--- config.mk ---
export PLATFORM = sky130hd
export DESIGN_NAME = out_mem_streamer
export DESIGN_NICKNAME = d
export VERILOG_FILES = /design/src/rtl/dsa_pkg.sv /design/src/rtl/stream_skid_fifo.sv /design/src/rtl/out_mem_streamer.sv
export SDC_FILE = /design/constraint.sdc
export NUM_CORES = 1
export LEC_CHECK = 0
export ABC_CLOCK_PERIOD_IN_PS = 24500
export CAP_MARGIN = 10
export CELL_PAD_IN_SITES_DETAIL_PLACEMENT = 1
export CELL_PAD_IN_SITES_GLOBAL_PLACEMENT = 2
export CORE_AREA = 10 10 213 215
export DETAILED_ROUTE_END_ITERATION = 12
export DIE_AREA = 0 0 223 225
export PLACE_DENSITY_LB_ADDON = 0.15
export SYNTH_ARGS = -nofsm -noshare
export SYNTH_HDL_FRONTEND = slang
export SYNTH_SLANG_ARGS = --single-unit
--- constraint.sdc ---
create_clock -name clk_50 -period 24.5 [get_ports clk_50]
set_clock_uncertainty 0.05 [all_clocks]
set_input_delay 4.9 -clock clk_50 [delete_from_list [all_inputs] [get_ports clk_50]]
set_output_delay 4.9 -clock clk_50 [all_outputs]
set_load 0.02 [all_outputs]
--- src/rtl/dsa_pkg.sv ---
// rtl/dsa_pkg.sv - shared DSA types, default widths and the pixel-count helper
package dsa_pkg;

    localparam int DSA_AW = 12;

    typedef enum logic [1:0] {
        ST_IDLE  = 2'd0,
        ST_RUN   = 2'd1,
        ST_DRAIN = 2'd2
    } stream_state_t;

    // Image pixel count, clipped to the size of an aw-bit address space
    function automatic logic [31:0] sat_total(input logic [15:0] w, input logic [15:0] h,
                                              input int aw);
        logic [31:0] prod;
        logic [31:0] lim;
        prod = 32'(w) * 32'(h);
        lim  = 32'd1 << aw;
        return (prod > lim) ? lim : prod;
    endfunction

endpackage

--- src/rtl/stream_skid_fifo.sv ---
// rtl/stream_skid_fifo.sv - small pixel FIFO carrying 8-bit data plus a last flag
module stream_skid_fifo #(
    parameter int DEPTH = 4
) (
    input  logic                       clk,
    input  logic                       rst,
    input  logic                       push,
    input  logic [7:0]                 push_data,
    input  logic                       push_last,
    input  logic                       pop,
    output logic                       valid,
    output logic [7:0]                 head_data,
    output logic                       head_last,
    output logic [$clog2(DEPTH):0]     count
);
    localparam int PW = $clog2(DEPTH);
    localparam int CW = PW + 1;

    logic [8:0]    store_q [DEPTH];
    logic [PW-1:0] wr_q;
    logic [PW-1:0] rd_q;
    logic [CW-1:0] count_q;
    logic          do_pop;

    assign valid     = (count_q != '0);
    assign do_pop    = pop & valid;
    assign head_data = valid ? store_q[rd_q][7:0] : 8'd0;
    assign head_last = valid & store_q[rd_q][8];
    assign count     = count_q;

    // Storage write; contents need no reset because the head is masked when empty
    always_ff @(posedge clk) begin
        if (push) begin
            store_q[wr_q] <= {push_last, push_data};
        end
    end

    // Pointer and occupancy update
    always_ff @(posedge clk) begin
        if (rst) begin
            wr_q    <= '0;
            rd_q    <= '0;
            count_q <= '0;
        end else begin
            if (push) begin
                wr_q <= wr_q + PW'(1);
            end
            if (do_pop) begin
                rd_q <= rd_q + PW'(1);
            end
            count_q <= count_q + CW'(push) - CW'(do_pop);
        end
    end

endmodule

--- src/rtl/out_mem_streamer.sv ---
// rtl/out_mem_streamer.sv - drains an output image from BRAM as a pixel stream
module out_mem_streamer
    import dsa_pkg::*;
#(
    parameter int AW     = DSA_AW,
    parameter int FIFO_D = 4
) (
    input  logic          clk_50,
    input  logic          rst,
    input  logic          start,
    input  logic [AW-1:0] i_base,
    input  logic [15:0]   i_out_w,
    input  logic [15:0]   i_out_h,
    output logic [AW-1:0] mem_raddr,
    input  logic [7:0]    mem_rdata,
    output logic          m_valid,
    output logic [7:0]    m_data,
    output logic          m_last,
    input  logic          m_ready,
    output logic          busy,
    output logic          done,
    output logic [31:0]   o_px_sent,
    output logic [31:0]   o_stall_cycles
);
    localparam int TW = AW + 1;
    localparam int CW = $clog2(FIFO_D) + 1;

    stream_state_t state_q;
    stream_state_t state_d;
    logic [TW-1:0] total_d;
    logic [TW-1:0] total_q;
    logic [TW-1:0] issued_q;
    logic          p1_q, p1_last_q;
    logic          p2_q, p2_last_q;
    logic          zero_done_q;
    logic [CW-1:0] fifo_count;
    logic          pop;
    logic          accept_start;
    logic          room;
    logic          next_is_last;
    logic          issue_run;

    assign total_d      = TW'(sat_total(i_out_w, i_out_h, AW));
    assign pop          = m_valid & m_ready;
    assign accept_start = start & (state_q == ST_IDLE);
    // p1: address on the BRAM port, p2: data on mem_rdata; both still owe a FIFO slot
    assign room         = (int'(fifo_count) + int'(p1_q) + int'(p2_q) - int'(pop)) < FIFO_D;
    assign next_is_last = (issued_q + TW'(1)) == total_q;
    assign busy         = (state_q != ST_IDLE);
    assign done         = zero_done_q | ((state_q == ST_DRAIN) & pop & m_last);

    // State register
    always_ff @(posedge clk_50) begin
        if (rst) begin
            state_q <= ST_IDLE;
        end else begin
            state_q <= state_d;
        end
    end

    // Next state and read-issue decision; read 0 goes out with the start itself
    always_comb begin
        state_d   = state_q;
        issue_run = 1'b0;
        case (state_q)
            ST_IDLE: begin
                if (start && total_d != '0) begin
                    state_d = ST_RUN;
                end
            end
            ST_RUN: begin
                if (issued_q == total_q) begin
                    state_d = ST_DRAIN;
                end else if (room) begin
                    issue_run = 1'b1;
                    if (next_is_last) begin
                        state_d = ST_DRAIN;
                    end
                end
            end
            ST_DRAIN: begin
                if (pop && m_last) begin
                    state_d = ST_IDLE;
                end
            end
            default: state_d = ST_IDLE;
        endcase
    end

    // Read address generation and the two-stage in-flight tracker
    always_ff @(posedge clk_50) begin
        if (rst) begin
            total_q     <= '0;
            issued_q    <= '0;
            mem_raddr   <= '0;
            p1_q        <= 1'b0;
            p1_last_q   <= 1'b0;
            p2_q        <= 1'b0;
            p2_last_q   <= 1'b0;
            zero_done_q <= 1'b0;
        end else begin
            zero_done_q <= accept_start && (total_d == '0);
            p2_q        <= p1_q;
            p2_last_q   <= p1_last_q;
            p1_q        <= 1'b0;
            p1_last_q   <= 1'b0;
            if (accept_start) begin
                total_q <= total_d;
                if (total_d != '0) begin
                    mem_raddr <= i_base;
                    issued_q  <= TW'(1);
                    p1_q      <= 1'b1;
                    p1_last_q <= (total_d == TW'(1));
                end
            end else if (issue_run) begin
                mem_raddr <= mem_raddr + AW'(1);
                issued_q  <= issued_q + TW'(1);
                p1_q      <= 1'b1;
                p1_last_q <= next_is_last;
            end
        end
    end

    // Performance counters, cleared by each accepted start
    always_ff @(posedge clk_50) begin
        if (rst || accept_start) begin
            o_px_sent      <= '0;
            o_stall_cycles <= '0;
        end else begin
            o_px_sent      <= o_px_sent + 32'(pop);
            o_stall_cycles <= o_stall_cycles + 32'(m_valid & ~m_ready);
        end
    end

    stream_skid_fifo #(.DEPTH(FIFO_D)) u_fifo (
        .clk       (clk_50),
        .rst       (rst),
        .push      (p2_q),
        .push_data (mem_rdata),
        .push_last (p2_last_q),
        .pop       (pop),
        .valid     (m_valid),
        .head_data (m_data),
        .head_last (m_last),
        .count     (fifo_count)
    );

endmodule

==> flow_summary.json, run 1 <==
{
  "synth_enable_flop_cells": 36,
  "drtPass1Iterations": 5,
  "worstSetupEndpointType": "register",
  "dieHeight_um": 225,
  "fp-row-count": 75,
  "track_usage_pct": 19.02,
  "cp_max_fo": 16,
  "hpwl_um": 36750,
  "synth_fp_nets": 2161,
  "setup_tns_ns": 0,
  "syn_inst": 1789,
  "yosysSeqAreaShare_pct": 21.27,
  "status": "completed",
  "wirelength_um": 46380,
  "synth_area_per_cell_um2": 9.047,
  "drtAntennaViolNets": 0,
  "holdWs_ns": 0.3960,
  "cts_hold_buf": 0,
  "drt_iter0_markers": 615,
  "worstMarginPinSlew_ns": 0.9861,
  "startpoint_type": "primary input",
  "grt_pass1_vias": 14000,
  "clock_path_buffers": 2,
  "cts_repair_resize_count": 0,
  "cts_setup_buffers": 0,
  "clock-sinks": 154,
  "ys_ff_latch": 154,
  "clk_pin_slew_ns": 0.08,
  "fillerInstances": 4744,
  "grt_overflow_total": 0,
  "crit_type": "in -> reg",
  "finalCriticalPeriod_ns": 13.13,
  "fmax_mhz": 76.19,
  "finalWeightedCongestion": 0.8330,
  "multi_input_area_mm2": 0.01135,
  "pin_count": 144,
  "die_area_mm2": 0.05018,
  "cp.arrival_ns": 13.41,
  "yosysUniqueCellTypes": 89,
  "hold_viol": 0,
  "yosys_warnings": 0,
  "num_vias": 12810,
  "slew_headroom_pct": 34.02,
  "route.detailed.wl_per_inst_um": 19.11,
  "drive_gt1_share_pct": 4.502,
  "grt_antenna_before_repair": 0,
  "cap_violations": 0,
  "drc": 0,
  "regArea_mm2": 0.003443,
  "yosys_most_used_dff": "dfxtp_1",
  "htree_levels": 4,
  "cts_tree": "built",
  "grt_pass1_wl_um": 77140,
  "synthArstFlopShare_pct": 0,
  "port_buffers": 143,
  "synthToLayoutAreaGrowth_pct": 14.25,
  "cts_root_buf": "clkbuf_16",
  "worstHoldPathType": "reg -> reg",
  "required_ns": 24.79,
  "core_mm2": 0.04138,
  "finalSetupViolCount": 0,
  "period_share_pct": 53.57,
  "rsz0062_at_grt": "false",
  "grt_max_degree": 62,
  "numCtsBuffers": 17,
  "netlist_area_mm2": 0.01619,
  "start_util_pct": 39.11,
  "layout.nets": 2247,
  "viasPerCell": 5.277,
  "die_width_um": 223,
  "drv_slew": 0,
  "clock_latency_ns": 0.45,
  "antenna-diode-count": 0
}
[worst paths after layout]
path	startpoint	to	slack, ns	cells after the start
hold / removal	p1_last_q	p2_last_q	0.40	1
setup reg to reg	u_fifo.count[1]	mem_raddr[10]	19.36	15
setup / recovery	i_out_w[9]	mem_raddr[10]	11.37	23
hold reg to reg	p1_last_q	p2_last_q	0.40	1
[per-layer routing]
layer  global-route usage, %  wire length (um)  share of wire (%)  vias up
met5                       0                 0                  0        -
met4                   4.904               859                1.9        0
met3                   2.114              1205                2.6       44
met2                   33.45             23410                 50      168
met1                   24.26             20910                 45     6589
li1                        -                 -                  -     6007
[synthesized netlist by cell type (4+ instances only)]
cell type | count | share of area, %
inv_1 | 256 | 5.9
nand2_1 | 234 | 5.4
fa_1 | 195 | 24
and2_1 | 133 | 5.1
ha_1 | 121 | 9.4
dfxtp_1 | 118 | 15
nor2_1 | 105 | 2.4
a21oi_1 | 60 | 1.9
clkbuf_1 | 59 | 1.4
xor2_1 | 55 | 3.0
nand3_1 | 50 | 1.5
xnor2_1 | 38 | 2.1
edfxtp_1 | 36 | 6.7
o21ai_0 | 29 | 0.90
nand4_1 | 27 | 1.0
and3_1 | 20 | 0.77
nor3_1 | 17 | 0.53
or3_1 | 15 | 0.58
a311oi_1 | 14 | 0.76
and4_1 | 14 | 0.76
nor2b_1 | 14 | 0.54
o21ai_1 | 10 | 0.31
buf_6 | 9 | 0.63
mux4_2 | 9 | 1.3
a21o_1 | 8 | 0.37
nor4_1 | 8 | 0.31
o21a_1 | 8 | 0.37
a211oi_1 | 6 | 0.28
a31oi_1 | 6 | 0.23
a32o_1 | 6 | 0.37
nand2b_1 | 6 | 0.23
a211o_1 | 5 | 0.27
a21oi_2 | 5 | 0.27
clkbuf_8 | 4 | 0.34
mux2i_1 | 4 | 0.25
o21bai_1 | 4 | 0.19
o22ai_1 | 4 | 0.15
[cells in the final DEF, fill, tap and decap left out, drive strengths merged, types with 5 or more instances in the layout]
master,n
o21a,8
nor2b,14
mux4,9
xor2,55
nor4,10
nand3,50
ha,121
xnor2,38
clkbuf,17
nand4,28
o21ai,40
clkdlybuf4s50,142
nor2,106
and2,134
and3,22
a32o,6
and4,16
fa,195
or3,16
dfxtp,118
nand2,236
inv,263
a311oi,14
a211oi,6
edfxtp,36
a21o,11
a211o,5
a21oi,65
nor3,18
nand2b,6
a31oi,6
[worst max-delay path: stages]
cell and delay, ns:
clkdlybuf4s50_1 0.87, and2_1 0.42, fa_1 0.53, inv_1 0.05
fa_1 0.53, inv_1 0.05, fa_1 0.51, fa_1 0.44
fa_1 0.55, inv_1 0.06, fa_1 0.53, inv_1 0.04
ha_1 0.40, nand2_1 0.17, a2111oi_0 0.64, nand2_1 0.21
a31oi_1 0.31, mux2_2 0.38, a211oi_1 0.32, nand3_1 0.32
o31ai_4 0.65, nor2_2 0.12, a221o_1 0.38
[through the flow]
step	std cells	instance area, um^2	setup slack, ns	util (%)
after global placement	2395	17870	11.26	43.19
after detailed placement	2395	17870	10.94	43.19
after CTS	2427	18490	11.41	44.68
final	2427	18490	11.37	44.68
after floorplan	1789	16190	12.99	-
after global routing	2427	18490	10.86	44.68
[flip-flops by register name, summed over array words and instances, names as in the netlist, named ones only]
name,flops
issued_q,13
mem_raddr,12
o_px_sent,32
o_stall_cycles,32
p1_last_q,1
p1_q,1
p2_last_q,1
p2_q,1
state_q,2
total_q,13
u_fifo.count,3
u_fifo.rd_q,2
u_fifo.store_q,36
u_fifo.wr_q,2
zero_done_q,1
[area by class of cell]
type	count	area share [%]
Clock inverter	15	1.035
Timing Repair Buffer	146	7.835
Multi-Input combinational cell	1300	61.36
Tap cell	539	3.647
Inverter	256	5.197
Sequential cell	154	18.62
Clock buffer	17	2.301
[cells by family (layout without fill, tap and decap cells)]
| family | Yosys count | in the layout | share of synthesized area, % |
|---|---|---|---|
| and+or+nand+nor | 669 | 669 | 20.96 |
| buffers and inverters | 335 | 434 | 8.666 |
| adders and majority gates | 316 | 316 | 33.47 |
| AOI/OAI and AO/OA | 208 | 208 | 9.021 |
| DFF | 154 | 154 | 21.27 |
| xor gates and xnor gates | 93 | 93 | 5.032 |
| muxes | 14 | 14 | 1.569 |
Power of run 1 is not shown: default switching activity piles up to over one toggle a cycle in this logic, so the estimate is an artifact.
==> run 2, diff against run 1 <==
Settings changed: ABC_CLOCK_PERIOD_IN_PS 24500 to 12700, CORE_AREA 10 10 213 215 to 10 10 221 223, DIE_AREA 0 0 223 225 to 0 0 231 233.
Clock period 24.5 ns to 12.7 ns, I/O delays scaled along.
==> run 2 against run 1 <==
  * Clock-buffer cell count unchanged
  * Core utilization shrank 2.6 points
  * Via count shrank 0.95%
==> flow_summary.json, run 2 (synthesis results as in run 1) <==
{
  "drv_slew": 0,
  "finalSetupViolCount": 0,
  "status": "completed",
  "htree_levels": 4,
  "startpoint_type": "primary input",
  "cp_slowest_cell": "clkdlybuf4s50_1",
  "wirelength_um": 46760,
  "finalWeightedCongestion": 0.8196,
  "clock-sinks": 154,
  "clk_pin_slew_ns": 0.07,
  "drt_iter0_markers": 599,
  "period_share_pct": 85.11,
  "slew_headroom_pct": 35.29,
  "die_width_um": 231,
  "worstMarginPinSlew_ns": 0.9671,
  "grt_max_degree": 62,
  "fillerInstances": 5212,
  "cp.arrival_ns": 11.09,
  "cts_repair_resize_count": 0,
  "hpwl_um": 36890,
  "cap_violations": 0,
  "pin_count": 144,
  "clock_path_buffers": 2,
  "r2r_cells": 15,
  "die_area_mm2": 0.05382,
  "regMostFlops": "u_fifo.store_q",
  "drive_gt1_share_pct": 4.553,
  "worstHoldPathType": "reg -> reg",
  "viasPerCell": 5.113,
  "layout.nets": 2248,
  "cp.depth": 23,
  "crit_end": "mem_raddr[11]",
  "antenna-diode-count": 0,
  "cp_max_fo": 16,
  "port_buffers": 143,
  "crit_type": "in -> reg",
  "cts_tree": "built",
  "track_usage_pct": 17.94,
  "cts_root_buf": "clkbuf_16",
  "fmax_mhz": 92.51,
  "fin_cells": 2481,
  "path_common_cell": "fa_1",
  "hold_viol": 0,
  "rrSetupSlack_ns": 7.44,
  "crit_buf_inv": 5,
  "grt_pass1_wl_um": 77560,
  "timing.rr.end": "mem_raddr[11]",
  "route.detailed.wl_per_inst_um": 18.85,
  "grt_overflow_total": 0,
  "fp-row-count": 77,
  "crit_family": "adder cells",
  "slowest_delay_ns": 0.87,
  "dieHeight_um": 233,
  "core_mm2": 0.04412,
  "finalCriticalPeriod_ns": 10.81,
  "numCtsBuffers": 17,
  "grt_pass1_vias": 14140,
  "final_common_cell": "inv_1",
  "path_cells": "clkdlybuf4s50_1, and2_1, fa_1, inv_1, fa_1, inv_1, fa_1, fa_1, fa_1, inv_1, fa_1, inv_1, ha_1, nand2_1, a2111oi_0, nand2_1, a31oi_1, mux2_2, a211oi_1, nand3_1, o31ai_4, nor2_2, a221o_1",
  "clock_latency_ns": 0.45,
  "worstSetupEndpointType": "register",
  "drtPass1Iterations": 5,
  "largest_register_ffs": 36,
  "setup_tns_ns": 0,
  "synthToLayoutAreaGrowth_pct": 14.61,
  "largest_registers": "u_fifo.store_q: 36 flops, o_px_sent: 32 flops, o_stall_cycles: 32 flops",
  "num_vias": 12690,
  "dp.cells": 2449,
  "drtAntennaViolNets": 0,
  "start_util_pct": 36.68,
  "required_ns": 12.98,
  "r2r-start": "u_fifo.count[1]",
  "grt_antenna_before_repair": 0,
  "cts_setup_buffers": 0,
  "rsz0062_at_grt": "false",
  "crit_start": "i_out_w[10]",
  "final_cell_mix": "inv_1 (256), nand2_1 (234), fa_1 (195)",
  "cts_hold_buf": 0,
  "drc": 0
}
run 2: worst min path at each step:
| stage | startpoint | endpoint | cells after the start |
|---|---|---|---|
| global route | p1_last_q | p2_last_q | 1 |
| CTS | p1_last_q | p2_last_q | 1 |
| detailed placement | p1_last_q | p2_last_q | 1 |
| floorplan | p1_last_q | p2_last_q | 1 |
| global placement | p1_last_q | p2_last_q | 1 |
| finish | p1_last_q | p2_last_q | 1 |
run 2: layer usage:
metal	up-vias	routed length [um]	track usage [%]
li1	6005	-	-
met1	6491	21100	22.30
met2	160	23950	32.53
met3	30	1189	2.288
met4	0	521	3.782
met5	-	0	0
run 2: layout make-up:
type                       instances  area (um^2)  area share [%]
inverter                         256        960.9           5.180
tap                              592        740.7           3.993
clock inverter                    15        176.4          0.9510
timing repair buffer             147         1456           7.851
multi-input combinational       1300        11350           61.17
sequential                       154         3443           18.56
clock buffer                      17        425.4           2.293
run 2: stage by stage:
stage	utilization (%)	worst slack [ns]	hold slack [ns]	cell area, um^2
after floorplan	-	3.554	0.3638	16190
after global placement	40.68	1.625	0.3893	17950
after detailed placement	40.68	1.389	0.3994	17950
after CTS	42.04	1.863	0.4104	18550
after global routing	42.04	1.510	0.4301	18550
final	42.04	1.891	0.4017	18550
Power of run 2 is left out for the same reason.
